<file path="src/rtl/fwd_hazard_unit.sv">
// Forwarding and load-use hazard unit beside ID: tracks in-flight destination
// registers for DEPTH stages, picks the youngest forwarding source and stalls when not ready.
module fwd_hazard_unit #(
    parameter int unsigned REG_W   = 5,
    parameter int unsigned DEPTH   = 3,
    parameter int unsigned NUM_SRC = 2,
    parameter int unsigned SEL_W   = $clog2(DEPTH + 1),
    parameter int unsigned CNT_W   = 16
) (
    input  logic                       clk_i,
    input  logic                       rst_i,
    input  logic                       issue_valid_i,
    input  logic                       issue_wr_i,
    input  logic [REG_W-1:0]           issue_rd_i,
    input  logic [SEL_W-1:0]           issue_lat_i,
    input  logic                       flush_i,
    input  logic [NUM_SRC-1:0]         src_valid_i,
    input  logic [NUM_SRC*REG_W-1:0]   src_reg_i,
    output logic [NUM_SRC*SEL_W-1:0]   fwd_sel_o,
    output logic                       stall_o,
    output logic [CNT_W-1:0]           stall_cnt_o
);

    // Index s-1 holds tracker stage s.
    logic [DEPTH-1:0]             r_v;
    logic [DEPTH-1:0][REG_W-1:0]  r_rd;
    logic [DEPTH-1:0][SEL_W-1:0]  r_lat;
    logic [CNT_W-1:0]             r_cnt;

    logic                         w_load_v;
    logic [SEL_W-1:0]             w_lat_clamp;
    logic [NUM_SRC*SEL_W-1:0]     w_sel;
    logic [NUM_SRC-1:0]           w_hazard;
    logic                         w_stall;
    logic [REG_W-1:0]             w_src;
    logic                         w_found;
    logic [SEL_W-1:0]             w_stage;
    logic [SEL_W-1:0]             w_match_lat;

    // Latency is kept within 1..DEPTH so every hazard resolves inside the tracker.
    always_comb begin
        w_lat_clamp = issue_lat_i;
        if (issue_lat_i == '0) begin
            w_lat_clamp = SEL_W'(1);
        end else if (32'(issue_lat_i) > DEPTH) begin
            w_lat_clamp = SEL_W'(DEPTH);
        end
    end

    assign w_load_v = issue_valid_i & issue_wr_i & (issue_rd_i != '0) & ~w_stall & ~flush_i;

    // Per-source lookup; scanning oldest to youngest lets the youngest match win.
    always_comb begin
        w_sel       = '0;
        w_hazard    = '0;
        w_src       = '0;
        w_found     = 1'b0;
        w_stage     = '0;
        w_match_lat = '0;
        for (int i = 0; i < int'(NUM_SRC); i++) begin
            w_src       = src_reg_i[i*REG_W +: REG_W];
            w_found     = 1'b0;
            w_stage     = '0;
            w_match_lat = '0;
            if (src_valid_i[i] && (w_src != '0)) begin
                for (int s = int'(DEPTH) - 1; s >= 0; s--) begin
                    if (r_v[s] && (r_rd[s] == w_src)) begin
                        w_found     = 1'b1;
                        w_stage     = SEL_W'(s + 1);
                        w_match_lat = r_lat[s];
                    end
                end
            end
            if (w_found) begin
                if (w_stage >= w_match_lat) begin
                    w_sel[i*SEL_W +: SEL_W] = w_stage;
                end else begin
                    w_hazard[i] = 1'b1;
                end
            end
        end
    end

    assign w_stall     = (|w_hazard) & ~flush_i;
    assign fwd_sel_o   = w_sel;
    assign stall_o     = w_stall;
    assign stall_cnt_o = r_cnt;

    // Tracker shifts every cycle, stalls included, so bubbles drain hazards.
    always_ff @(posedge clk_i) begin
        if (rst_i) begin
            r_v   <= '0;
            r_rd  <= '0;
            r_lat <= '0;
        end else begin
            for (int s = int'(DEPTH) - 1; s > 0; s--) begin
                r_v[s]   <= r_v[s-1];
                r_rd[s]  <= r_rd[s-1];
                r_lat[s] <= r_lat[s-1];
            end
            r_v[0]   <= w_load_v;
            r_rd[0]  <= issue_rd_i;
            r_lat[0] <= w_lat_clamp;
        end
    end

    // Saturating stall-cycle counter.
    always_ff @(posedge clk_i) begin
        if (rst_i) begin
            r_cnt <= '0;
        end else if (w_stall && (r_cnt != '1)) begin
            r_cnt <= r_cnt + CNT_W'(1);
        end
    end

endmodule

</file>
<file path="config.mk">
export PLATFORM = sky130hd
export DESIGN_NAME = fwd_hazard_unit
export DESIGN_NICKNAME = d
export VERILOG_FILES = /design/src/rtl/fwd_hazard_unit.sv
export SDC_FILE = /design/constraint.sdc
export NUM_CORES = 1
export LEC_CHECK = 0
export CAP_MARGIN = 20
export CORE_MARGIN = 2
export CORE_UTILIZATION = 30
export CTS_BUF_LIST = sky130_fd_sc_hd__clkbuf_2
export CTS_CLUSTER_SIZE = 8
export DETAILED_ROUTE_END_ITERATION = 8
export PLACE_DENSITY = 0.6
export SYNTH_ARGS = -nofsm -noshare
export SYNTH_HDL_FRONTEND = slang
export SYNTH_SLANG_ARGS = --single-unit
</file>
<file path="constraint.sdc">
create_clock -name clk_i -period 4.1 [get_ports clk_i]
set_input_delay 0.82 -clock clk_i [delete_from_list [all_inputs] [get_ports clk_i]]
set_output_delay 0.82 -clock clk_i [all_outputs]
set_load 0.05 [all_outputs]
</file>
==> After elaboration in Yosys (flattened, before gate mapping) <==
Index checks and enable logic that the tools add are counted.
{ "word_totals": {"ff_bits": 40, "latch_bits": 0, "mem_bits_rw": 0, "mem_bits_ro": 0, "input_bits": 24, "out_inout_bits": 21, "wordCells": 74, "memories": 0} }
{ "op_classes": {"add_sub_neg": 1, "multipliers": 0, "div_mod_pow": 0, "magnitude_cmp": 2, "n_eq_ne": 7, "shift": 0, "n_mux": 33, "n_bitwise": 7, "reduce_logical": 15} }
{ "op_table": {"columns": ["op", "n"], "rows": [
  ["$mux W2", 20],
  ["$eq A5 B5 Y1", 6],
  ["$add A16 B1 Y16 const B", 1],
  ["$ne A16 B16 Y1 const B", 1],
  ["$reduce_bool A5 Y1", 3],
  ["$mux W1", 13],
  ["$logic_and A1 B1 Y1", 9],
  ["$and A1 B1 Y1", 5],
  ["$ge A2 B2 Y1", 2],
  ["$reduce_or A2 Y1", 2],
  ["$logic_not A2 Y1", 1],
  ["$not A1 Y1", 2]
]} }

==> Depth between registers and ports, before layout <==
{ "logic_depth": {"word_depth": 14, "ltp_mapped": 14, "depth_no_buf": 13} }

==> Worst setup path after synthesis <==
Ideal clock, no wire load.
{ "synth_timing": {"kind": "input to output", "startpoint": "in src_reg_i[7]", "endpoint": "out stall_o", "t_arrival_ns": 4.044, "required_ns": 3.280, "setup_slack_ns": -0.764, "path_stages": 11, "n_path_buf": 0, "path_cell_list": "xor2_1 nor4_1 and3_1 nor2b_1 a221oi_1 or3_1 ha_1 a21oi_1 nor2b_1 o31ai_4 a21oi_1"} }
{ "synth_between": {"elab_chain_cells": 11, "elab_cells_between_ends": 25, "classes_between": "order compare (1); eq/ne (3); mux (14); bitwise (1); reduce/logical (6)"} }
{ "synth_rtl": {"columns": ["item", "line", "text"], "rows": [
  ["from (decl)", "18", "input logic [NUM_SRC*REG_W-1:0] src_reg_i,"],
  ["$eq A5 B5 Y1", "67", "if (r_v[s] && (r_rd[s] == w_src)) begin"],
  ["$logic_and A1 B1 Y1", "67", null],
  ["$mux W2 (3 in a row)", "67", null],
  ["$mux W2", "65", "if (src_valid_i[i] && (w_src != '0)) begin"],
  ["$ge A2 B2 Y1", "75", "if (w_stage >= w_match_lat) begin"],
  ["$mux W1", "75", null],
  ["$mux W1 *", "74", "if (w_found) begin"],
  ["$reduce_or A2 Y1 *", "84", "assign w_stall = (|w_hazard) & ~flush_i;"],
  ["$and A1 B1 Y1 *", "84", null],
  ["to (decl)", "20", "output logic stall_o,"]
]} }
Every way passes the cells marked *; elsewhere a longest branch is shown, timed or not.

==> Worst setup path after layout <==
{ "layout_timing": {"startpoint": "in src_reg_i[2]", "endpoint": "out stall_o"} }
The elaborated chain is that of the path after synthesis.

==> key figures <==
Status
  – Status: finished with violations
  – Violated checks: negative setup slack

Place
  – Dpl cell area: roughly 3300 µm²
  – RD Place Congestion: 0.865
  – PortBufs: 44
  – Post-place setup slack: -0.613 ns
  – Final HPWL DP: 4.62 mm

Die
  – Cell row count: 32
  – Die width: 93.4 µm
  – Die height: 93.4 µm
  – I/O pin count: 45
  – Die area: between 8000 and 9000 µm²
  – Core area: between 7000 and 8000 µm²
  – Initial Utilization: 31.0%

CTS
  – Clk slew on worst S/H paths: roughly 0.25 ns
  – H-tree depth: 2
  – TritonCTS clock tree: yes
  – CTS max path bufs: 2
  – CTS buffer count: 5
  – Clk_lat worst skew: 0.42 ns
  – CTS root buf: clkbuf_2
  – Clock sinks: 40

Critical path
  – CP Launch Type: primary input
  – Worst Path Buf+Inv: 3
  – CP Data Required Time: ~3.3 ns
  – Slowest stage delay, CP: 0.33 ns
  – Critical path's slowest cell: nor4_2
  – Crit end category: output port
  – Kind of critical path: primary input to output port
  – Top Family by Delay on Critical Path: simple AND/OR/NAND/NOR gates
  – FF-to-FF setup slack: around 0.44 ns
  – CP Data Arrival Time: 3.50 ns
  – Crit-path cells: buf_8 > xor2_2 > nor4_2 > and3_4 > buf_6 > nor2_4 > a221oi_2 > nor3_2 > ha_1 > nand2b_4 > a21oi_2 > or2b_1 > a31o_4 > a21oi_4 > buf_12
  – CP max FO: 4

STA
  – Final worst clock skew: 0.0240 ns
  – Max-slew violation count: 0
  – Fin crit period: 4.32 ns
  – Hold slack: 0.513 ns
  – Fin crit share: 105%
  – Final setup violation count: 1
  – RSZ-0062 raised after global routing: yes
  – Max frequency: 232 MHz
  – Worst setup margin: -0.217 ns
  – Max-slew headroom: about two fifths
  – Endpoints failing hold: 0
  – Worst Max-Slew Pin Slew: ~0.9 ns

Routing
  – Vias per Instance: about 4.9
  – Via count: between 2000 and 2500
  – Routed Antenna Nets: 0
  – DR iter-0 viols: 56
  – Wirelength per Cell: between 10 and 15 µm
  – DRC viols: 0
  – DR pass1 iterations: 4
  – DRT Wirelength: 6.50 mm

Synth
  – Mux cell area share after synthesis: under 10%
  – Number of synthesized flops with an enable pin: 0
  – Top cells by area, synth: dfxtp_1 33%, nor2b_1 8.9%, xor2_1 8.8%
  – Prevailing post-synth register cell: dfxtp_1
  – Post-synthesis compound-gate area fraction: between 10% and 20%
  – Synth Net Count: 287
  – Unique masters post-synth: 49
  – Post-synthesis adder-cell area fraction: 2.61%
  – Mapped Cells: roughly 260
  – Simple-Gate Fraction of Synth Area: 27.4%
  – Ys Warns: 0
  – Post-synth top area share: 33.4%
  – Post-Syn Area: 2400 µm²
  – Yosys top cell by area: dfxtp_1
  – Xor and xnor area share after synthesis: between 10% and 20%
  – Flops & latches, synth: 40
  – Post-synthesis sequential area ratio: between 30% and 40%
  – Largest family of logic cells by synthesized area: simple AND/OR/NAND/NOR gates
  – Post-Synthesis Mean Instance Area: 9.29 µm²
  – Fraction of registers with async set or reset after synthesis: 0%

Pwr
  – Leak: roughly 1.4 nW
  – Peak supply drop: 140 µV
  – PD cells: 209 nW/µm²

Finish
  – P&R area growth vs syn: 53.4%
  – Flip-flop and latch area: 805 µm²
  – Fill count: 708
  – Final core occ: 47.6%
  – Share of cells above drive strength 1: 36.3%
  – Fin nets: 381
  – # diodes: 0
  – Final Cell Area: 3680 µm²
  – Multi-input gate area: 1770 µm²

Run
  – Max Cap Violations: 0

Global routing
  – Largest net degree at the start of global routing: 53
  – Gr ovfl total: 0
  – Initial antenna violation count: 0
  – Vias in the first global route: 2168
  – Gr usage total: 15.1%
  – First-pass GRT wire length: ~11 mm

Hold path
  – Class of the worst hold path: flip-flop to flip-flop
## Yosys cell counts (4+ instances only)
| cell type | number |
|---|---|
| and3_1 | 7 |
| xnor2_1 | 6 |
| nor2b_1 | 34 |
| or4_1 | 4 |
| xor2_1 | 24 |
| mux2_1 | 9 |
| nor3_1 | 7 |
| a221oi_1 | 4 |
| ha_1 | 5 |
| o21ai_0 | 4 |
| nand3_1 | 9 |
| clkbuf_1 | 5 |
| a21oi_1 | 12 |
| nor4_1 | 7 |
| inv_1 | 7 |
| dfxtp_1 | 40 |
| nor2_1 | 23 |
| nor4_2 | 4 |
## routing by layer
metal  global-route usage (%)  vias up  wire length, µm
li1                         -     1118                -
met1                     19.7     1080             2960
met2                     25.5       36             3300
met3                     2.66        7              171
met4                     4.04        0               61
met5                        0        -                0
## path summary, 6_finish.rpt
check	startpoint	end	depth (start not counted)
hold reg to reg	r_rd[4]$_SDFF_PP0_	r_rd[9]$_SDFF_PP0_	1
setup / recovery	src_reg_i[2]	stall_o	15
setup reg to reg	r_rd[9]$_SDFF_PP0_	stall_cnt_o[11]$_SDFFE_PP0P_	15
hold / removal	r_rd[4]$_SDFF_PP0_	r_rd[9]$_SDFF_PP0_	1
## what timing repair did
item / 4_1_cts / 5_1_grt
gates resized for setup: 72 / 20
endpoints found under the setup margin: 5 / 5
buffers inserted: 10 / 1
pin swaps: 31 / 20
hold buffers: 0 / 0
## cell usage in the layout (no fill, tap or decap), types with 3 or more instances in the layout
master / Yosys / final
nor3_1: 7 / 6
nor4_2: 4 / 5
buf_4: 0 / 46
xor2_1: 24 / 18
clkbuf_2: 0 / 5
nand2_1: 3 / 3
or4_1: 4 / 3
ha_1: 5 / 4
a21oi_1: 12 / 9
clkdlybuf4s50_1: 0 / 28
a221oi_2: 0 / 4
buf_6: 1 / 7
and3_4: 0 / 3
o21ai_0: 4 / 4
dfxtp_2: 0 / 3
a211oi_1: 3 / 3
nor4_1: 7 / 3
buf_2: 1 / 4
nor2_1: 23 / 22
buf_12: 0 / 6
inv_1: 7 / 7
mux2_1: 9 / 9
mux2_2: 3 / 3
dfxtp_1: 40 / 37
xnor2_1: 6 / 5
o211ai_1: 3 / 3
and3_1: 7 / 3
nor2b_1: 34 / 32
nor4_4: 0 / 3
xor2_2: 0 / 6
nand3_1: 9 / 9
## worst reg2reg max path: cells and delay by family, from the launching register on
kind	cells	cell delay (ns)
multiplexers	1	0.33
buffers and inverters	2	0.25
flip-flops	1	0.41
adder cells (fa/ha/maj)	1	0.30
AND/OR/NAND/NOR	6	1.09
XOR/XNOR	1	0.17
AO/OA/AOI/OAI	4	1.00
## cells by family after synthesis
logic type,count (synthesis)
simple gates,111
compound gates,46
flops,40
xor+xnor,30
buf+inv,14
mux,12
fa+ha+maj,5
## state kept, by name, indices dropped and copies added (netlist names)
signal	flops
r_lat	6
r_v	3
r_rd	15
stall_cnt_o	16
## stage by stage
stage	instances	power, mW	TNS (ns)
6_report	455	0.768	-0.217
5_1_grt	455	0.803	-0.437
4_1_cts	455	0.770	-0.148
3_5_place_dp	437	0.508	-6.70
3_3_place_gp	437	0.506	-6.12
2_1_floorplan	258	0.456	-0.576
## final cells by class
type	count	share of cell area, %
multi-input cells	204	48.1
repair buffers	94	23.8
flip-flops and latches	40	21.9
clock buffers	5	0.680
clock inverters	3	1.29
inverters	7	0.714
well taps	102	3.47
## power by group
part,internal [mW],switching [mW],leakage [nW]
clock,0.106,0.149,0.0431
combinational,0.0539,0.0491,1.03
sequential,0.399,0.0111,0.327
Note: power is estimated with default switching activity, not from simulation.
